===== src/rtl/ls_pattern_gen.sv =====
// Serial stimulus generator for the shift-chain error counter: flush, marker, pattern passes, drain.
// Define LS_PATGEN_PRBS_EN to add a PRBS7 source on MODE 2'b11 (otherwise MODE 2'b11 is checkerboard).
//
// state | meaning
// ------+---------------------------------------------------------------
// IDLE  | waiting for START, DATA low
// FLUSH | CHAIN_LEN zeros to clear the DUT chain
// MARK  | single one so the counter sees a clean rising edge on Q
// RUN   | pattern passes of CHAIN_LEN bits until a pending STOP at wrap
// DRAIN | CHAIN_LEN zeros to push the last pass out to the counter
module ls_pattern_gen #(
    parameter int CHAIN_LEN = 64,
    parameter int PASS_W    = 16
) (
    input  logic              CLK,
    input  logic              RST,
    input  logic              START,
    input  logic              STOP,
    input  logic [1:0]        MODE,
    output logic              DATA,
    output logic              SYNC,
    output logic              BUSY,
    output logic              DONE,
    output logic [PASS_W-1:0] PASS_CNT
);

    localparam int CNT_W = ($clog2(CHAIN_LEN) < 1) ? 1 : $clog2(CHAIN_LEN);
    localparam logic [CNT_W-1:0] LAST_IDX = CNT_W'(CHAIN_LEN - 1);

    localparam logic [2:0] ST_IDLE  = 3'd0;
    localparam logic [2:0] ST_FLUSH = 3'd1;
    localparam logic [2:0] ST_MARK  = 3'd2;
    localparam logic [2:0] ST_RUN   = 3'd3;
    localparam logic [2:0] ST_DRAIN = 3'd4;

    logic [2:0]        state, state_nx;
    logic [CNT_W-1:0]  bit_cnt, bit_cnt_nx;
    logic [CNT_W-1:0]  tmr, tmr_nx;
    logic [1:0]        mode_q, mode_nx;
    logic              stop_pend, stop_pend_nx;
    logic [PASS_W-1:0] pass_q, pass_nx;
    logic              data_q, data_nx;
    logic              sync_q, sync_nx;
    logic              done_q, done_nx;
    logic              pat_bit;
    logic              idx_b1;

    // bit 1 of the index only exists for chains longer than two bits
    if (CNT_W > 1) begin : g_idx_b1
        assign idx_b1 = bit_cnt[1];
    end else begin : g_idx_b1_zero
        assign idx_b1 = 1'b0;
    end

`ifdef LS_PATGEN_PRBS_EN
    logic [6:0] lfsr;
    logic       lfsr_seed;
    logic       lfsr_adv;

    assign lfsr_seed = (state == ST_IDLE) && START;
    assign lfsr_adv  = (state == ST_RUN);

    // x^7 + x^6 + 1, Fibonacci; free-running across passes, reseeded only at START
    always_ff @(posedge CLK or posedge RST) begin
        if (RST) begin
            lfsr <= 7'h7F;
        end else if (lfsr_seed) begin
            lfsr <= 7'h7F;
        end else if (lfsr_adv) begin
            lfsr <= {lfsr[5:0], lfsr[6] ^ lfsr[5]};
        end
    end
`endif

    always_comb begin
        pat_bit = ~bit_cnt[0];
        case (mode_q)
            2'b01:   pat_bit = 1'b1;
            2'b10:   pat_bit = ~idx_b1;
`ifdef LS_PATGEN_PRBS_EN
            2'b11:   pat_bit = lfsr[6];
`else
            2'b11:   pat_bit = ~bit_cnt[0];
`endif
            default: pat_bit = ~bit_cnt[0];
        endcase
    end

    always_comb begin
        state_nx     = state;
        bit_cnt_nx   = bit_cnt;
        tmr_nx       = tmr;
        mode_nx      = mode_q;
        stop_pend_nx = stop_pend;
        pass_nx      = pass_q;
        done_nx      = 1'b0;
        case (state)
            ST_IDLE: begin
                stop_pend_nx = 1'b0;
                if (START) begin
                    state_nx   = ST_FLUSH;
                    mode_nx    = MODE;
                    pass_nx    = '0;
                    bit_cnt_nx = '0;
                    tmr_nx     = LAST_IDX;
                end
            end
            ST_FLUSH: begin
                if (STOP) stop_pend_nx = 1'b1;
                if (tmr == '0) begin
                    state_nx = ST_MARK;
                end else begin
                    tmr_nx = tmr - CNT_W'(1);
                end
            end
            ST_MARK: begin
                if (STOP) stop_pend_nx = 1'b1;
                state_nx   = ST_RUN;
                bit_cnt_nx = '0;
            end
            ST_RUN: begin
                if (bit_cnt == LAST_IDX) begin
                    if (pass_q != {PASS_W{1'b1}}) pass_nx = pass_q + PASS_W'(1);
                    bit_cnt_nx = '0;
                    // a STOP arriving on the wrap cycle itself still ends this pass
                    if (stop_pend || STOP) begin
                        state_nx     = ST_DRAIN;
                        tmr_nx       = LAST_IDX;
                        stop_pend_nx = 1'b0;
                    end
                end else begin
                    bit_cnt_nx = bit_cnt + CNT_W'(1);
                    if (STOP) stop_pend_nx = 1'b1;
                end
            end
            ST_DRAIN: begin
                if (tmr == '0) begin
                    state_nx = ST_IDLE;
                    done_nx  = 1'b1;
                end else begin
                    tmr_nx = tmr - CNT_W'(1);
                end
            end
            default: begin
                state_nx = ST_IDLE;
            end
        endcase
    end

    always_comb begin
        data_nx = 1'b0;
        sync_nx = 1'b0;
        case (state)
            ST_MARK: data_nx = 1'b1;
            ST_RUN: begin
                data_nx = pat_bit;
                sync_nx = (bit_cnt == '0);
            end
            default: data_nx = 1'b0;
        endcase
    end

    always_ff @(posedge CLK or posedge RST) begin
        if (RST) begin
            state     <= ST_IDLE;
            bit_cnt   <= '0;
            tmr       <= '0;
            mode_q    <= 2'b00;
            stop_pend <= 1'b0;
            pass_q    <= '0;
            data_q    <= 1'b0;
            sync_q    <= 1'b0;
            done_q    <= 1'b0;
        end else begin
            state     <= state_nx;
            bit_cnt   <= bit_cnt_nx;
            tmr       <= tmr_nx;
            mode_q    <= mode_nx;
            stop_pend <= stop_pend_nx;
            pass_q    <= pass_nx;
            data_q    <= data_nx;
            sync_q    <= sync_nx;
            done_q    <= done_nx;
        end
    end

    assign DATA     = data_q;
    assign SYNC     = sync_q;
    assign DONE     = done_q;
    assign BUSY     = (state != ST_IDLE);
    assign PASS_CNT = pass_q;

endmodule


===== config.mk =====
export PLATFORM = sky130hd
export DESIGN_NAME = ls_pattern_gen
export DESIGN_NICKNAME = d
export VERILOG_FILES = /design/src/rtl/ls_pattern_gen.sv
export SDC_FILE = /design/constraint.sdc
export NUM_CORES = 1
export LEC_CHECK = 0
export BUFFER_PORTS_ARGS = -buffer_cell sky130_fd_sc_hd__buf_2
export CAP_MARGIN = 20
export CELL_PAD_IN_SITES_DETAIL_PLACEMENT = 0
export CELL_PAD_IN_SITES_GLOBAL_PLACEMENT = 1
export CORE_UTILIZATION = 25
export CTS_BUF_LIST = sky130_fd_sc_hd__clkbuf_4
export CTS_CLUSTER_DIAMETER = 200
export DETAILED_ROUTE_END_ITERATION = 16
export PLACE_DENSITY_LB_ADDON = 0.3
export SLEW_MARGIN = 20
export SYNTH_ARGS = -nofsm -noshare
export SYNTH_HDL_FRONTEND = slang
export SYNTH_SLANG_ARGS = --single-unit

===== constraint.sdc =====
create_clock -name CLK -period 2.3 [get_ports CLK]
set_input_delay 0.345 -clock CLK [delete_from_list [all_inputs] [get_ports CLK]]
set_output_delay 0.345 -clock CLK [all_outputs]
set_load 0.01 [all_outputs]

==> results.tsv <==
stage	metric	value	unit
finish	most frequent cells in the layout	37 x dfrtp_1, 34 x o21ai_0, 25 x buf_2	
finish	Design Area, Final	2400	um2
clock_tree	clk slew on worst S/H paths	0.12	ns
place	Placement Cell Area	2320	um2
sta	Hold WS	0.0898	ns
yosys	area of the mapped netlist	2050	um2
place	pre-CTS setup slack	0.204	ns
yosys	sequential share of the synthesized area	0.451	
job	max-cap violations	0	
finish	layout cells sized above 1	0.178	
yosys	Post-synth EDFFs	0	
clock_tree	CTS HTree Levels	2	
sta	Setup Skew	0.0137	ns
yosys	post-synthesis cell type count	43	
hold_path	Hold WC Path Type	input port to async pin	
sta	final worst-path cycle share	0.913	
power	Sequential Power Share	0.474	
yosys	number of synthesized register bits	37	
yosys	mux share of post-synthesis cell area	0.00488	
grt	pin count of the biggest net entering global routing	38	
power	Int Power	1.18	mW
sta	worst slew pin tran	0.506	ns
grt	initial antenna violation count	0	
power	Comb power frac	0.268	
finish	Layout area overhead	16.9	%
route	final wirelength	4970	um
clock_tree	Root Buffer	clkbuf_4	
yosys	ranking of synthesized cells by area	dfrtp_1 45%, o21ai_0 8.3%, ha_1 4.3%, nand2_1 4.0%, nor2_1 3.5%	
power	Leak	1.06	nW
route	M1 wire length	2500	um
yosys	syn_area_per_cell	8.88	um2
floorplan	Die Wd	92.6	um
worst_setup_path	WS Path Type	register to register	
power	Psw	0.620	mW
grt	first-pass GRT wire length	8250	um
worst_setup_path	Worst Setup End Kind	register	
clock_tree	Num CTS Buffers	5	
floorplan	die area	8570	um2
yosys	Post-Synth Adder-Cell Area	0.0427	
worst_setup_path	CP Data Required Time	2.56	ns
finish	final core utilization	0.306	
place	post-detail-place hpwl	3410	um
grt	grt total ovfl	0	
finish	n_diodes	0	
finish	commonest non-fill, non-tap cell in the layout	dfrtp_1	
yosys	compound-gate portion of the synthesized area	0.229	
grt	Total GRT Usage	0.123	
sta	TNS Setup	0	ns
route	number of remaining DRC errors	0	
route	Via Count	1834	
clock_tree	CTS tree	done	
route	DR WL/cell	13.6	um
clock_tree	cts repair resizes	0	
clock_tree	Worst-Skew Late Latency	0.35	ns
run_status	outcome	completed	
floorplan	Die Y-Extent	92.6	um
floorplan	I/O pin cnt	26	
clock_tree	# clock sinks	37	
floorplan	Std-Cell Rows	32	
sta	PnR worst setup slack	0.200	ns
grt	vias in the first global route	1662	
power	clock power share	0.258	
yosys	Post-Syn Nets	244	
route	DR iter-0 viols	71	
route	metal2 WL	2180	um
sta	worst rel slew slack	0.661	
place	GPL Wtd Cong	0.741	
worst_setup_path	Max FO, Critical Path	9	
sta	Tmin final	2.10	ns
yosys	largest family of logic cells by synthesized area	compound AO/OA/AOI/OAI gates	
yosys	XOR/XNOR Fraction of Synth Area	0.00427	
sta	Max Slew Vio Count	0	
yosys	asr flop ratio synth	1.00	
route	Max Used Layer	met4	
yosys	post-synth top area share	0.451	
sta	Max Fclk	476	MHz
yosys	count of mapped cells out of synthesis	231	
floorplan	core area	7850	um2
power	Worst VDD drop	0.349	mV
place	Port Buffers	25	
yosys	largest area contributor in the netlist	dfrtp_1	
route	Via density	5.01	
route	ANT nets after route	0	
power	switch share	0.344	
yosys	Yosys Warn Count	0	
route	WL met3	220	um
sta	Setup-failing EPs final	0	
yosys	simple-gate share of the synthesized area	0.224	
sta	Final Hold Fails	0	
worst_setup_path	Worst EP arrival	2.36	ns
route	drt first pass iters	4	
finish	# nets final	276	
clock_tree	CTS Hold Bufs	0	
clock_tree	Setup Fix Bufs, Post-CTS	0	
floorplan	initial core utilization	0.261	
power	power density cells	752	nW/um2
worst_setup_path	CP startpoint kind	register	
clock_tree	clk buf depth	2	
sta	RSZ-0062 raised after global routing	no	
yosys	dominant synthesized flop cell	dfrtp_1	
[per-stage QoR]
| step | cells | total power [mW] |
|---|---|---|
| final | 366 | 1.80 |
| after global routing | 366 | 1.95 |
| after CTS | 366 | 1.84 |
| after detailed placement | 358 | 1.36 |
| after global placement | 358 | 1.36 |
| after floorplan | 231 | 1.23 |
[sequential cells by signal (all words and copies together) (netlist names)]
name,flops
bit_cnt,6
DATA,1
PASS_CNT,16
stop_pend,1
tmr,6
state,3
DONE,1
SYNC,1
mode_q,2
[synth_stat cells (all sizes together), types with 2 or more instances]
cell / number
a21o: 2
a21oi: 8
a31oi: 4
a32oi: 2
and2: 4
buf: 5
clkbuf: 3
dfrtp: 37
ha: 7
inv: 12
nand2: 22
nand3: 13
nand4: 8
nor2: 19
nor2b: 3
nor3: 6
nor4: 4
o21a: 4
o21ai: 35
o21bai: 2
o31ai: 7
o41ai: 5
or2: 2
or3: 4
[path summary, 6_finish.rpt]
check | from | end | slack, ns | depth (start not counted)
min in group CLK | MODE[1] | mode_q[1]$_DFFE_PP0P_ | 0.19 | 3
max in group asynchronous | RST | tmr[2]$_DFFE_PP0P_ | 1.86 | 3
hold / removal | RST | tmr[0]$_DFFE_PP0P_ | 0.09 | 3
setup reg to reg | PASS_CNT[0]$_DFFE_PP0P_ | PASS_CNT[15]$_DFFE_PP0P_ | 0.20 | 6
hold reg to reg | PASS_CNT[6]$_DFFE_PP0P_ | PASS_CNT[6]$_DFFE_PP0P_ | 0.53 | 1
setup / recovery | PASS_CNT[0]$_DFFE_PP0P_ | PASS_CNT[15]$_DFFE_PP0P_ | 0.20 | 6
[worst max-delay path: stages, from the launching register on]
cell and delay [ns]:
dfrtp_1 0.44, ha_1 0.28, nand3_1 0.16, nor4_1 0.47
or3_1 0.40, nor4_1 0.11, a21o_1 0.16
[per-layer routing]
metal	vias to the layer above	track usage
met5	-	0
met4	0	0.0391
met3	8	0.0287
met2	41	0.187
met1	873	0.173
li1	912	-
[power by group through the flow]
stage	Clock [mW]	Sequential, mW	Combinational, mW
floorplan	0	0.834	0.392
global route	0.516	0.877	0.559
global placement	0	0.869	0.494
detailed placement	0	0.867	0.490
finish	0.465	0.855	0.483
CTS	0.491	0.855	0.493
[cell families (layout without fill, tap and decap cells)]
family,count (synthesis),in the layout
AOI/OAI and AO/OA,75,75
xor gates and xnor gates,1,1
adders and majority gates,7,7
buffers and inverters,20,53
DFF,37,37
muxes,1,1
and+or+nand+nor,90,90
[layout make-up]
type	instances	area, um2
clock buffers	6	45.0
clock inverters	2	33.8
fillers	863	5450
inverters	12	45.0
multi-input cells	174	1040
flip-flops and latches	37	926
well taps	102	128
repair buffers	33	185
Note: power is estimated with default switching activity, not from simulation.
